$ cat src/rtl/vvm_cfg_sequencer.sv
// Purpose : stages DSP configuration writes and commits them atomically on apply,
//           running an optional DSP reset, one FTW load pulse and a settle window.
// Latency : capture edge -> LOAD next cycle (or after RST_CYCLES of dsp_rst when the CIC
//           config changed) -> SETTLE_DECIMS*cic_period cycles -> IDLE with meas_valid.
// Backpressure: none on writes (accepted every cycle); an apply while busy is held in a
//           one-deep pending flag and replayed on the first IDLE cycle.
// Ports   : sample_clk/sample_rst   clock, async active-high reset
//           cfg_we/cfg_sel/cfg_data staging write port (sel 0-3 FTW, 4 period, 5 cic shift, 6 iir shift)
//           apply                   commit request (level-sampled)
//           busy/meas_valid         sequencer status
//           ftws..ftws_3, update_ftw, cic_period, cic_shift, iir_shift, dsp_rst  active DSP config
module vvm_cfg_sequencer #(
  parameter int          RST_CYCLES     = 16,
  parameter int          SETTLE_DECIMS  = 32,
  parameter logic [12:0] CIC_PERIOD_RST = 13'd100,
  parameter logic [3:0]  CIC_SHIFT_RST  = 4'd2,
  parameter logic [5:0]  IIR_SHIFT_RST  = 6'd4
) (
  input  logic        sample_clk,
  input  logic        sample_rst,
  input  logic        cfg_we,
  input  logic [2:0]  cfg_sel,
  input  logic [31:0] cfg_data,
  input  logic        apply,
  output logic        busy,
  output logic        meas_valid,
  output logic [31:0] ftws,
  output logic [31:0] ftws_1,
  output logic [31:0] ftws_2,
  output logic [31:0] ftws_3,
  output logic        update_ftw,
  output logic [12:0] cic_period,
  output logic [3:0]  cic_shift,
  output logic [5:0]  iir_shift,
  output logic        dsp_rst
);

  typedef enum logic [1:0] {
    S_IDLE   = 2'd0,
    S_RST    = 2'd1,
    S_LOAD   = 2'd2,
    S_SETTLE = 2'd3
  } state_t;

  localparam logic [15:0] RST_LAST = 16'(RST_CYCLES - 1);
  localparam logic [15:0] DEC_LAST = 16'(SETTLE_DECIMS - 1);

  state_t             state_q, state_d;

  // staging copy, written by the cfg port
  logic [3:0][31:0]   stg_ftw_q, stg_ftw_d;
  logic [12:0]        stg_period_q, stg_period_d;
  logic [3:0]         stg_cshift_q, stg_cshift_d;
  logic [5:0]         stg_ishift_q, stg_ishift_d;
  logic               dirty_q, dirty_d;

  // active copy, driven to the DSP
  logic [3:0][31:0]   act_ftw_q, act_ftw_d;
  logic [12:0]        act_period_q, act_period_d;
  logic [3:0]         act_cshift_q, act_cshift_d;
  logic [5:0]         act_ishift_q, act_ishift_d;

  logic               pend_q, pend_d;
  logic               meas_q, meas_d;
  logic [15:0]        rst_cnt_q, rst_cnt_d;
  logic [12:0]        dec_cnt_q, dec_cnt_d;   // inner: one CIC output period
  logic [15:0]        win_cnt_q, win_cnt_d;   // outer: number of CIC outputs

  always_comb begin
    // staging update; computed first so a same-cycle write is seen by a capture
    stg_ftw_d    = stg_ftw_q;
    stg_period_d = stg_period_q;
    stg_cshift_d = stg_cshift_q;
    stg_ishift_d = stg_ishift_q;
    dirty_d      = dirty_q;
    if (cfg_we) begin
      case (cfg_sel)
        3'd0, 3'd1, 3'd2, 3'd3: stg_ftw_d[cfg_sel[1:0]] = cfg_data;
        3'd4: begin
          // a period below 2 would make the settle window degenerate
          stg_period_d = (cfg_data[12:0] < 13'd2) ? 13'd2 : cfg_data[12:0];
          dirty_d      = 1'b1;
        end
        3'd5: begin
          stg_cshift_d = cfg_data[3:0];
          dirty_d      = 1'b1;
        end
        3'd6:    stg_ishift_d = cfg_data[5:0];
        default: ;
      endcase
    end

    state_d      = state_q;
    act_ftw_d    = act_ftw_q;
    act_period_d = act_period_q;
    act_cshift_d = act_cshift_q;
    act_ishift_d = act_ishift_q;
    pend_d       = pend_q;
    meas_d       = meas_q;
    rst_cnt_d    = '0;
    dec_cnt_d    = '0;
    win_cnt_d    = '0;

    case (state_q)
      S_IDLE: begin
        if (apply || pend_q) begin
          act_ftw_d    = stg_ftw_d;
          act_period_d = stg_period_d;
          act_cshift_d = stg_cshift_d;
          act_ishift_d = stg_ishift_d;
          pend_d       = 1'b0;
          meas_d       = 1'b0;
          state_d      = dirty_d ? S_RST : S_LOAD;
          dirty_d      = 1'b0;
        end
      end
      S_RST: begin
        if (rst_cnt_q == RST_LAST) begin
          state_d = S_LOAD;
        end else begin
          rst_cnt_d = rst_cnt_q + 16'd1;
        end
      end
      S_LOAD: begin
        state_d = S_SETTLE;
      end
      S_SETTLE: begin
        dec_cnt_d = dec_cnt_q + 13'd1;
        win_cnt_d = win_cnt_q;
        if (dec_cnt_q == act_period_q - 13'd1) begin
          dec_cnt_d = '0;
          if (win_cnt_q == DEC_LAST) begin
            state_d = S_IDLE;
            // a queued apply is replayed next cycle, so the new config never looks settled
            meas_d  = !(pend_q || apply);
          end else begin
            win_cnt_d = win_cnt_q + 16'd1;
          end
        end
      end
      default: state_d = S_RST;
    endcase

    if (apply && (state_q != S_IDLE)) begin
      pend_d = 1'b1;
    end
  end

  always_ff @(posedge sample_clk or posedge sample_rst) begin
    if (sample_rst) begin
      state_q      <= S_RST;
      stg_ftw_q    <= '0;
      stg_period_q <= CIC_PERIOD_RST;
      stg_cshift_q <= CIC_SHIFT_RST;
      stg_ishift_q <= IIR_SHIFT_RST;
      dirty_q      <= 1'b0;
      act_ftw_q    <= '0;
      act_period_q <= CIC_PERIOD_RST;
      act_cshift_q <= CIC_SHIFT_RST;
      act_ishift_q <= IIR_SHIFT_RST;
      pend_q       <= 1'b0;
      meas_q       <= 1'b0;
      rst_cnt_q    <= '0;
      dec_cnt_q    <= '0;
      win_cnt_q    <= '0;
    end else begin
      state_q      <= state_d;
      stg_ftw_q    <= stg_ftw_d;
      stg_period_q <= stg_period_d;
      stg_cshift_q <= stg_cshift_d;
      stg_ishift_q <= stg_ishift_d;
      dirty_q      <= dirty_d;
      act_ftw_q    <= act_ftw_d;
      act_period_q <= act_period_d;
      act_cshift_q <= act_cshift_d;
      act_ishift_q <= act_ishift_d;
      pend_q       <= pend_d;
      meas_q       <= meas_d;
      rst_cnt_q    <= rst_cnt_d;
      dec_cnt_q    <= dec_cnt_d;
      win_cnt_q    <= win_cnt_d;
    end
  end

  assign busy       = (state_q != S_IDLE);
  assign dsp_rst    = (state_q == S_RST);
  assign update_ftw = (state_q == S_LOAD);
  assign meas_valid = meas_q;
  assign ftws       = act_ftw_q[0];
  assign ftws_1     = act_ftw_q[1];
  assign ftws_2     = act_ftw_q[2];
  assign ftws_3     = act_ftw_q[3];
  assign cic_period = act_period_q;
  assign cic_shift  = act_cshift_q;
  assign iir_shift  = act_ishift_q;

endmodule

$ cat config.mk
export PLATFORM = sky130hd
export DESIGN_NAME = vvm_cfg_sequencer
export DESIGN_NICKNAME = d
export VERILOG_FILES = /design/src/rtl/vvm_cfg_sequencer.sv
export SDC_FILE = /design/constraint.sdc
export NUM_CORES = 1
export LEC_CHECK = 0
export ABC_AREA = 1
export CAP_MARGIN = 20
export CORE_MARGIN = 5
export CORE_UTILIZATION = 45
export DETAILED_ROUTE_END_ITERATION = 12
export GPL_ROUTABILITY_DRIVEN = 1
export PLACE_DENSITY = 0.67
export RECOVER_POWER = 50
export SYNTH_ARGS = -nofsm -noshare
export SYNTH_HDL_FRONTEND = slang
export SYNTH_SLANG_ARGS = --single-unit
$ cat constraint.sdc
create_clock -name sample_clk -period 12.2 [get_ports sample_clk]
set_clock_uncertainty 0.05 [all_clocks]
set_input_delay 2.44 -clock sample_clk [delete_from_list [all_inputs] [get_ports sample_clk]]
set_output_delay 2.44 -clock sample_clk [all_outputs]
set_load 0.005 [all_outputs]
# After elaboration in Yosys (flattened, before gate mapping)
# Index checks and enable logic that the tools add are counted.
[word_totals] register_bits=352 elab_cells=97 input_bits=39
[op_classes] reduce_logical=17 addsub=4 order_cmp=3 mux=35 eq_ne=17
[op_table] operator="$mux 128" count=2
[op_table] operator="$bwmux 128" count=1
[op_table] operator="$mux 16" count=5
[op_table] operator="$mux 13" count=5
[op_table] operator="$demux 32 s2" count=1
[op_table] operator="$add 16x1->16 const B" count=2
[op_table] operator="$mux 32" count=1
[op_table] operator="$eq 16x4->1 const B" count=1
[op_table] operator="$eq 16x5->1 const B" count=1
[op_table] operator="$add 13x1->13 const B" count=1
[op_table] operator="$eq 13x13->1" count=1
[op_table] operator="$lt 13x2->1 const B" count=1
[op_table] operator="$sub 13x1->13 const B" count=1
[op_table] operator="$mux 6" count=2
[op_table] operator="$mux 2" count=5
[op_table] operator="$eq 3x3->1 const B" count=3
[op_table] operator="$mux 1" count=9
[op_table] operator="$mux 4" count=2
[op_table] operator="$ne 2x2->1 const B" count=4
[op_table] operator="$pmux 2 s4" count=1
[op_table] operator="$reduce_and 4->1" count=2
[op_table] operator="$reduce_bool 2->1" count=4
[op_table] operator="$eq 3x2->1 const B" count=2
[op_table] operator="$reduce_and 2->1" count=3
[op_table] operator="14 further kinds" count=16

# Depth between registers and ports, before layout
# Gate-level depths: netlist (run 1).
[depth] word_depth=7 mapped_depth=16 depth_no_buf=16

# Least setup slack after synthesis (run 1)
# Ideal clock, no wire load.
[synth_path] path_type="input port to flip-flop" from="in apply" to="reg act_period_q[11], in the netlist cic_period[11]" setup_time_ps=65 path_buffers=3 path_stages=8 arrival_time_ps=3468 slack_ps=8617 required_time_ps=12085 cell_sequence="nor2_1 -> nor2_1 -> buf_2 -> clkinv_1 -> clkbuf_1 -> buf_2 -> nand2_1 -> nand2_1"
[synth_via] elab_chain_len=2
[synth_lines] element="from (decl)" line_no="24" text="input logic apply,"
[synth_lines] element="$logic_or 1x1->1" line_no="106" text="if (apply || pend_q) begin"
[synth_lines] element="$reduce_and 2->1 (no line)"
[synth_lines] element="to (signal assigned)" line_no="174" text="act_period_q <= act_period_d;"
[synth_lines] element="to (decl)" line_no="59" text="logic [12:0] act_period_q, act_period_d;"
# No other way between the ends.
# A chain may end at the register's enable or synchronous reset.

# Worst setup path after layout (run 1)
[layout_path] from="in apply" to="reg act_ftw_q (netlist bit ftws_3[14])"
[layout_via] elab_chain_len=2
[layout_lines] element="$logic_or 1x1->1" line_no="106"
[layout_lines] element="$reduce_and 2->1 (no line)"
[layout_lines] element="to (signal assigned)" line_no="173" text="act_ftw_q <= act_ftw_d;"
[layout_lines] element="to (decl)" line_no="58" text="logic [3:0][31:0] act_ftw_q, act_ftw_d;"
# No other way between the ends.

==> results of run 1 <==
==> synth_stat cells (5+ instances only) <==
cell type and number:
inv_2 6, nand3_1 45, dfstp_2 11, xnor2_1 5, xor2_1 23, nand2_1 698
dfrtp_1 341, inv_1 99, a21oi_1 9, o21ai_0 171, buf_1 5, clkbuf_1 44
nand4_1 29, nor2_1 69, ha_1 8, nor3_1 9, buf_2 17
==> worst paths after layout <==
| check | from | to | slack [ns] | cells after the start |
|---|---|---|---|---|
| min in group asynchronous | sample_rst | ftws[2] | 2.54 | 3 |
| worst min register to register | rst_cnt_q[0] | rst_cnt_q[0] | 0.41 | 1 |
| worst max-delay path | apply | ftws_3[14] | 5.11 | 8 |
| worst max register to register | state_q[1] | ftws_3[14] | 6.70 | 9 |
| max in group asynchronous | sample_rst | ftws_3[14] | 5.24 | 5 |
| worst min-delay path | rst_cnt_q[0] | rst_cnt_q[0] | 0.41 | 1 |
==> kinds of logic (layout without fill, tap and decap cells) <==
| kind of cell | Yosys count | in the layout | synth area share (%) |
|---|---|---|---|
| AOI/OAI and AO/OA | 185 | 185 | 6.50 |
| xor gates and xnor gates | 28 | 28 | 1.71 |
| adders and majority gates | 8 | 8 | 0.697 |
| buffers and inverters | 175 | 376 | 4.88 |
| DFF | 352 | 352 | 61.4 |
| and+or+nand+nor | 879 | 879 | 24.8 |
==> power breakdown <==
part           internal, µW  switching (µW)  total (µW)  leakage, µW
clock network           649             452        1100     0.000582
logic                   568             701        1270      0.00385
registers              1490             188        1670      0.00451
==> cell type report <==
type                            count  area share [%]
Inverter                          106            2.27
Sequential cell                   352            49.6
Multi-Input combinational cell   1100            27.2
Clock inverter                      9           0.703
Clock buffer                       55            5.98
Timing Repair Buffer              206            11.4
Tap cell                          402            2.83
==> stage by stage <==
step / setup WS (ns) / power [µW] / cell area (µm²) / hold slack (ns) / util (%)
3_5_place_dp: 6.77 / 2990 / 16600 / 0.401 / 52.7
4_1_cts: 7.27 / 4110 / 17800 / 0.409 / 56.5
2_1_floorplan: 5.00 / 2330 / 14400 / 0.375 / -
6_report: 5.11 / 4040 / 17800 / 0.407 / 56.4
5_1_grt: 4.27 / 4320 / 17800 / 0.442 / 56.4
3_3_place_gp: 6.82 / 2960 / 16600 / 0.390 / 52.7
==> cell usage in the layout, fill, tap and decap left out, drive strengths merged, types with 5 or more instances in the layout <==
cell	Yosys	routed
dlygate4sd3	0	37
nor3	13	13
clkdlybuf4s50	0	156
buf	25	7
o21ai	173	173
inv	105	107
nor2	74	74
xnor2	5	5
nand4	29	29
nand3	49	49
nand2	701	701
a21oi	9	9
xor2	23	23
dfstp	11	11
ha	8	8
clkbuf	44	61
clkinv	1	5
dfrtp	341	341
==> flip-flops by register name, indices dropped and copies added, names as in the netlist <==
register / cells
ftws_3: 32
dec_cnt_q: 13
ftws_2: 32
iir_shift: 6
dirty_q: 1
stg_ftw_q: 128
stg_ishift_q: 6
win_cnt_q: 16
state_q: 2
stg_cshift_q: 4
ftws_1: 32
cic_shift: 4
rst_cnt_q: 16
meas_valid: 1
cic_period: 13
ftws: 32
stg_period_q: 13
pend_q: 1
==> critical path, stage by stage <==
cell	delay (ns)
dlygate4sd3_1	0.52
nor2_1	0.10
nor2_4	0.08
clkbuf_1	2.35
inv_4	0.87
buf_4	0.73
nand2_1	0.17
nand2_1	0.07
==> routing by layer <==
layer / vias up / global-route usage (%) / part of all wire [%]
met5: - / 0 / 0
met4: 0 / 4.62 / 1.7
met3: 48 / 5.28 / 7.2
met2: 301 / 32.6 / 46
met1: 5349 / 28.6 / 45
li1: 5470 / - / -
==> flow_metrics.tcl, run 1 <==
set metrics [dict create \
    hpwl_um 23300 \
    setup_viol 0 \
    grt_pass1_vias 11300 \
    syn_area_per_cell_um2 8.83 \
    leakagePower_uw 0.00895 \
    ys_ff_latch 352 \
    antennaDiodeCount 0 \
    fp.coreArea_mm2 0.0316 \
    num-nets-final 1850 \
    cts-resized-gates 0 \
    h-tree-depth 2 \
    setup_tns_ns 0 \
    ys_seq_area_share_pct 61.4 \
    status "complete, but fails checks" \
    layout-drive-gt1-share_pct 5.14 \
    min_period_ns 7.09 \
    num_rows 65 \
    p_per_area_mw_per_mm2 227 \
    synthFlopType "dfrtp_1" \
    drcViolationCount 0 \
    cts_tree "done" \
    synth.distinct_cells 33 \
    clkSinkCount 352 \
    hold_viol 0 \
    die_y_um 189 \
    clockBufferDepth 3 \
    seq_area_mm2 0.00882 \
    max-vdd-ir-drop_v 0.000112 \
    syn-instance-count 1627 \
    synthTopCellsByArea "dfrtp_1 (59%), nand2_1 (18%), o21ai_0 (6.0%)" \
    start_util_pct 45.5 \
    critPathKind "primary input to register" \
    timing.final.crit_share_pct 58.1 \
    fill_cells 2862 \
    ys_warn_count 0 \
    dp.cells 2164 \
    rsz0062_at_grt "no" \
    die_w_um 189 \
    dr.pass1.iters 4 \
    place_congestion 0.820 \
    synthArstFlopShare_pct 100 \
    grt_pass1_wl_um 60000 \
    crit_path_end_kind "register" \
    max_freq_mhz 141 \
    grtUsageTotal_pct 20.5 \
    finalMaxSlewViolations 342 \
    maxCapViolCount 5 \
    synth_edf_count 0 \
    hp-class "register to register" \
    clk_latency_ns 0.52 \
    port_buffers 193 \
    tightestPinTransition_ns 3.82 \
    wirelength_um 36200 \
    post-cts-setup-buffers 0 \
    slew_headroom_pct -155 \
    die_area_mm2 0.0356 \
    cp_data_required_time_ns 12.53 \
    failed_checks "capacitance limit, slew limit" \
    final_cells 2230 \
    synth_top_area_share_pct 59.4 \
    cts_buffers 37 \
    first_iter_violations 739 \
    clkSlewWorstSetupHoldPaths_ns 0.06 \
    synth_top_cell_by_area "dfrtp_1" \
    multiInputGateArea_mm2 0.00485 \
    wl_per_cell_um 16.2 \
    holdBufCountCts 0 \
    overflow 0 \
    start_kind "primary input" \
    grt_max_degree 140 \
    syn_nets 1674 \
    ios 194 \
    crit_arrival_ns 7.42 \
    vias 11200 \
    antenna_found_initial 2 \
    synth_area_mm2 0.0144 \
    ant_nets 0 \
    area_growth_pct 23.8 \
    cp_max_fo 99 \
    cts_root_buf "clkbuf_16" \
    vias_per_cell 5.01 \
]
No activity file was read; power rests on OpenSTA's default activity.
==> inputs of run 2 (changes only) <==
==> constraint.sdc (replaced) <==
create_clock -name sample_clk -period 5.8 [get_ports sample_clk]
set_clock_uncertainty 0.05 [all_clocks]
set_input_delay 1.16 -clock sample_clk [delete_from_list [all_inputs] [get_ports sample_clk]]
set_output_delay 1.16 -clock sample_clk [all_outputs]
set_load 0.005 [all_outputs]
==> run 2 against run 1 <==
Effect of this change:
- the run still ends with capacitance limit, slew limit left
- non-clock buffer count decreased by 2
- power increased by 110%
- first-iteration DRC count increased by 24%
- count of clock-buffer cells in the layout increased by 1
- via count increased by 0.43%
- routed wire length increased by 0.44%
- global-route usage about the same
- largest power group unchanged
- critical path type unchanged
- largest cell class unchanged
- highest routed layer unchanged
==> flow_metrics.tcl, run 2 (synthesis gave the netlist of run 1 again) <==
set metrics [dict create \
    status "complete, but fails checks" \
    failed_checks "capacitance limit, slew limit" \
    num-nets-final 1848 \
    crit_arrival_ns 4.63 \
    wl_per_cell_um 16.3 \
    design_area_mm2 0.0178 \
    cp_common_cell "nand2_1" \
    die_area_mm2 0.0356 \
    hold_viol 0 \
    ios 194 \
    dr.pass1.iters 5 \
    antenna_found_initial 0 \
    p_seq_share_pct 41.0 \
    grt_pass1_wl_um 59700 \
    final_common_cell "nand2_1" \
    intPower_uw 5710 \
    die_w_um 189 \
    cp_data_required_time_ns 6.15 \
    finalMaxSlewViolations 153 \
    h-tree-depth 2 \
    setup_viol 0 \
    hp-class "register to register" \
    start_util_pct 45.5 \
    top_layer_used "met4" \
    r2r_slack_ns 2.75 \
    max_freq_mhz 233 \
    vias_per_cell 5.03 \
    layout_common_cells "nand2_1 (698), dfrtp_1 (341), o21ai_0 (172)" \
    clk_latency_ns 0.51 \
    power_uw 8540 \
    swShare_pct 33.1 \
    maxCapViolCount 3 \
    slew_headroom_pct -82.4 \
    post-cts-setup-buffers 0 \
    area_growth_pct 24.1 \
    wl_met3_um 2630 \
    min_period_ns 4.28 \
    port_buffers 193 \
    setup_slack_ns 1.52 \
    p_clk_share_pct 27.7 \
    switchingPower_uw 2830 \
    grt_pass1_vias 11300 \
    m1WireLength_um 16800 \
    post-place-ws_ns 1.95 \
    max_stage_delay_ns 1.93 \
    p_comb_share_pct 31.3 \
    max-vdd-ir-drop_v 0.000303 \
    vias 11200 \
    leakagePower_uw 0.00897 \
    place_congestion 0.833 \
    first_iter_violations 919 \
    layout-drive-gt1-share_pct 5.30 \
    fp.coreArea_mm2 0.0316 \
    cts_buffers 37 \
    cts_root_buf "clkbuf_16" \
    cts-resized-gates 0 \
    overflow 0 \
    holdBufCountCts 0 \
    tightestPinTransition_ns 2.74 \
    p_per_area_mw_per_mm2 479 \
    rsz0062_at_grt "no" \
    cp_slowest_cell "clkbuf_1" \
    clkSinkCount 352 \
    critPathKind "primary input to register" \
    timing.final.crit_share_pct 73.9 \
    grtUsageTotal_pct 20.4 \
    antennaDiodeCount 0 \
    clkSlewWorstSetupHoldPaths_ns 0.06 \
    largest_reg_flops 128 \
    grt_max_degree 146 \
    largest_register "stg_ftw_q" \
    start_kind "primary input" \
    route.met2.wl_um 16100 \
    num_rows 65 \
    ant_nets 0 \
    dpl_cell_area_mm2 0.0166 \
    fill_cells 2834 \
    clockBufferDepth 3 \
    cp_max_fo 64 \
    crit_path_end_kind "register" \
    drcViolationCount 0 \
    wirelength_um 36400 \
    path_cells "dlygate4sd3_1 -> nor2_1 -> nand2_2 -> clkbuf_1 -> o21ai_0 -> nand2_1 -> nand2_1" \
    cts_tree "done" \
    die_y_um 189 \
    hpwl_um 23000 \
]
-- run 2: changes by cell type in the layout (fill, tap and decap cells not counted), sizes merged --
cell / previous run / this run
clkbuf: 61 / 58
clkinv: 5 / 6
clkdlybuf4s50: 156 / 151
dlygate4sd3: 37 / 42
bufinv: 2 / 3
clkinvlp: 1 / 2
buf: 7 / 9
inv: 107 / 106
-- run 2: final cells by class --
type,count,area (µm²),area share (%)
Clock buffer,56,1060,5.93
Timing Repair Buffer,204,2040,11.4
Sequential cell,352,8820,49.5
Inverter,106,402,2.25
Clock inverter,11,163,0.912
Tap cell,402,503,2.82
Multi-Input combinational cell,1100,4850,27.2
-- run 2: layer usage --
layer | GRT usage, % | vias up
met4 | 5.30 | 0
met1 | 28.9 | 5412
met3 | 5.87 | 52
met5 | 0 | -
li1 | - | 5466
met2 | 31.3 | 286
-- run 2: power by group through the flow --
stage	Combinational, µW	Sequential, µW	Clock (µW)
after floorplan	1410	3480	0
after global placement	2680	3540	0
after detailed placement	2750	3530	0
after CTS	2760	3510	2430
after global routing	3020	3580	2530
final	2670	3500	2360
-- run 2: metrics by stage --
stage | TNS [ns] | std cells | hold slack, ns | utilization, %
after floorplan | -39.35 | 1627 | 0.375 | -
after global placement | 0 | 2162 | 0.392 | 52.7
after detailed placement | 0 | 2163 | 0.402 | 52.7
after CTS | 0 | 2230 | 0.409 | 56.6
after global routing | 0 | 2231 | 0.433 | 56.5
final | 0 | 2231 | 0.410 | 56.5
-- run 2: final timing paths --
path | startpoint | to | cells past startpoint
min | rst_cnt_q[0] | rst_cnt_q[0] | 1
max reg2reg | cic_period[0] | state_q[0] | 15
min in group asynchronous | sample_rst | stg_ishift_q[4] | 2
max in group asynchronous | sample_rst | stg_ftw_q[122] | 3
max | cfg_sel[1] | ftws[7] | 7
min reg2reg | rst_cnt_q[0] | rst_cnt_q[0] | 1
-- run 2: critical path, delay by kind of cell --
family                 cells  cell delay (ns)
buffers and inverters      2             2.56
and+or+nand+nor            4             0.41
AOI/OAI and AO/OA          1             0.50
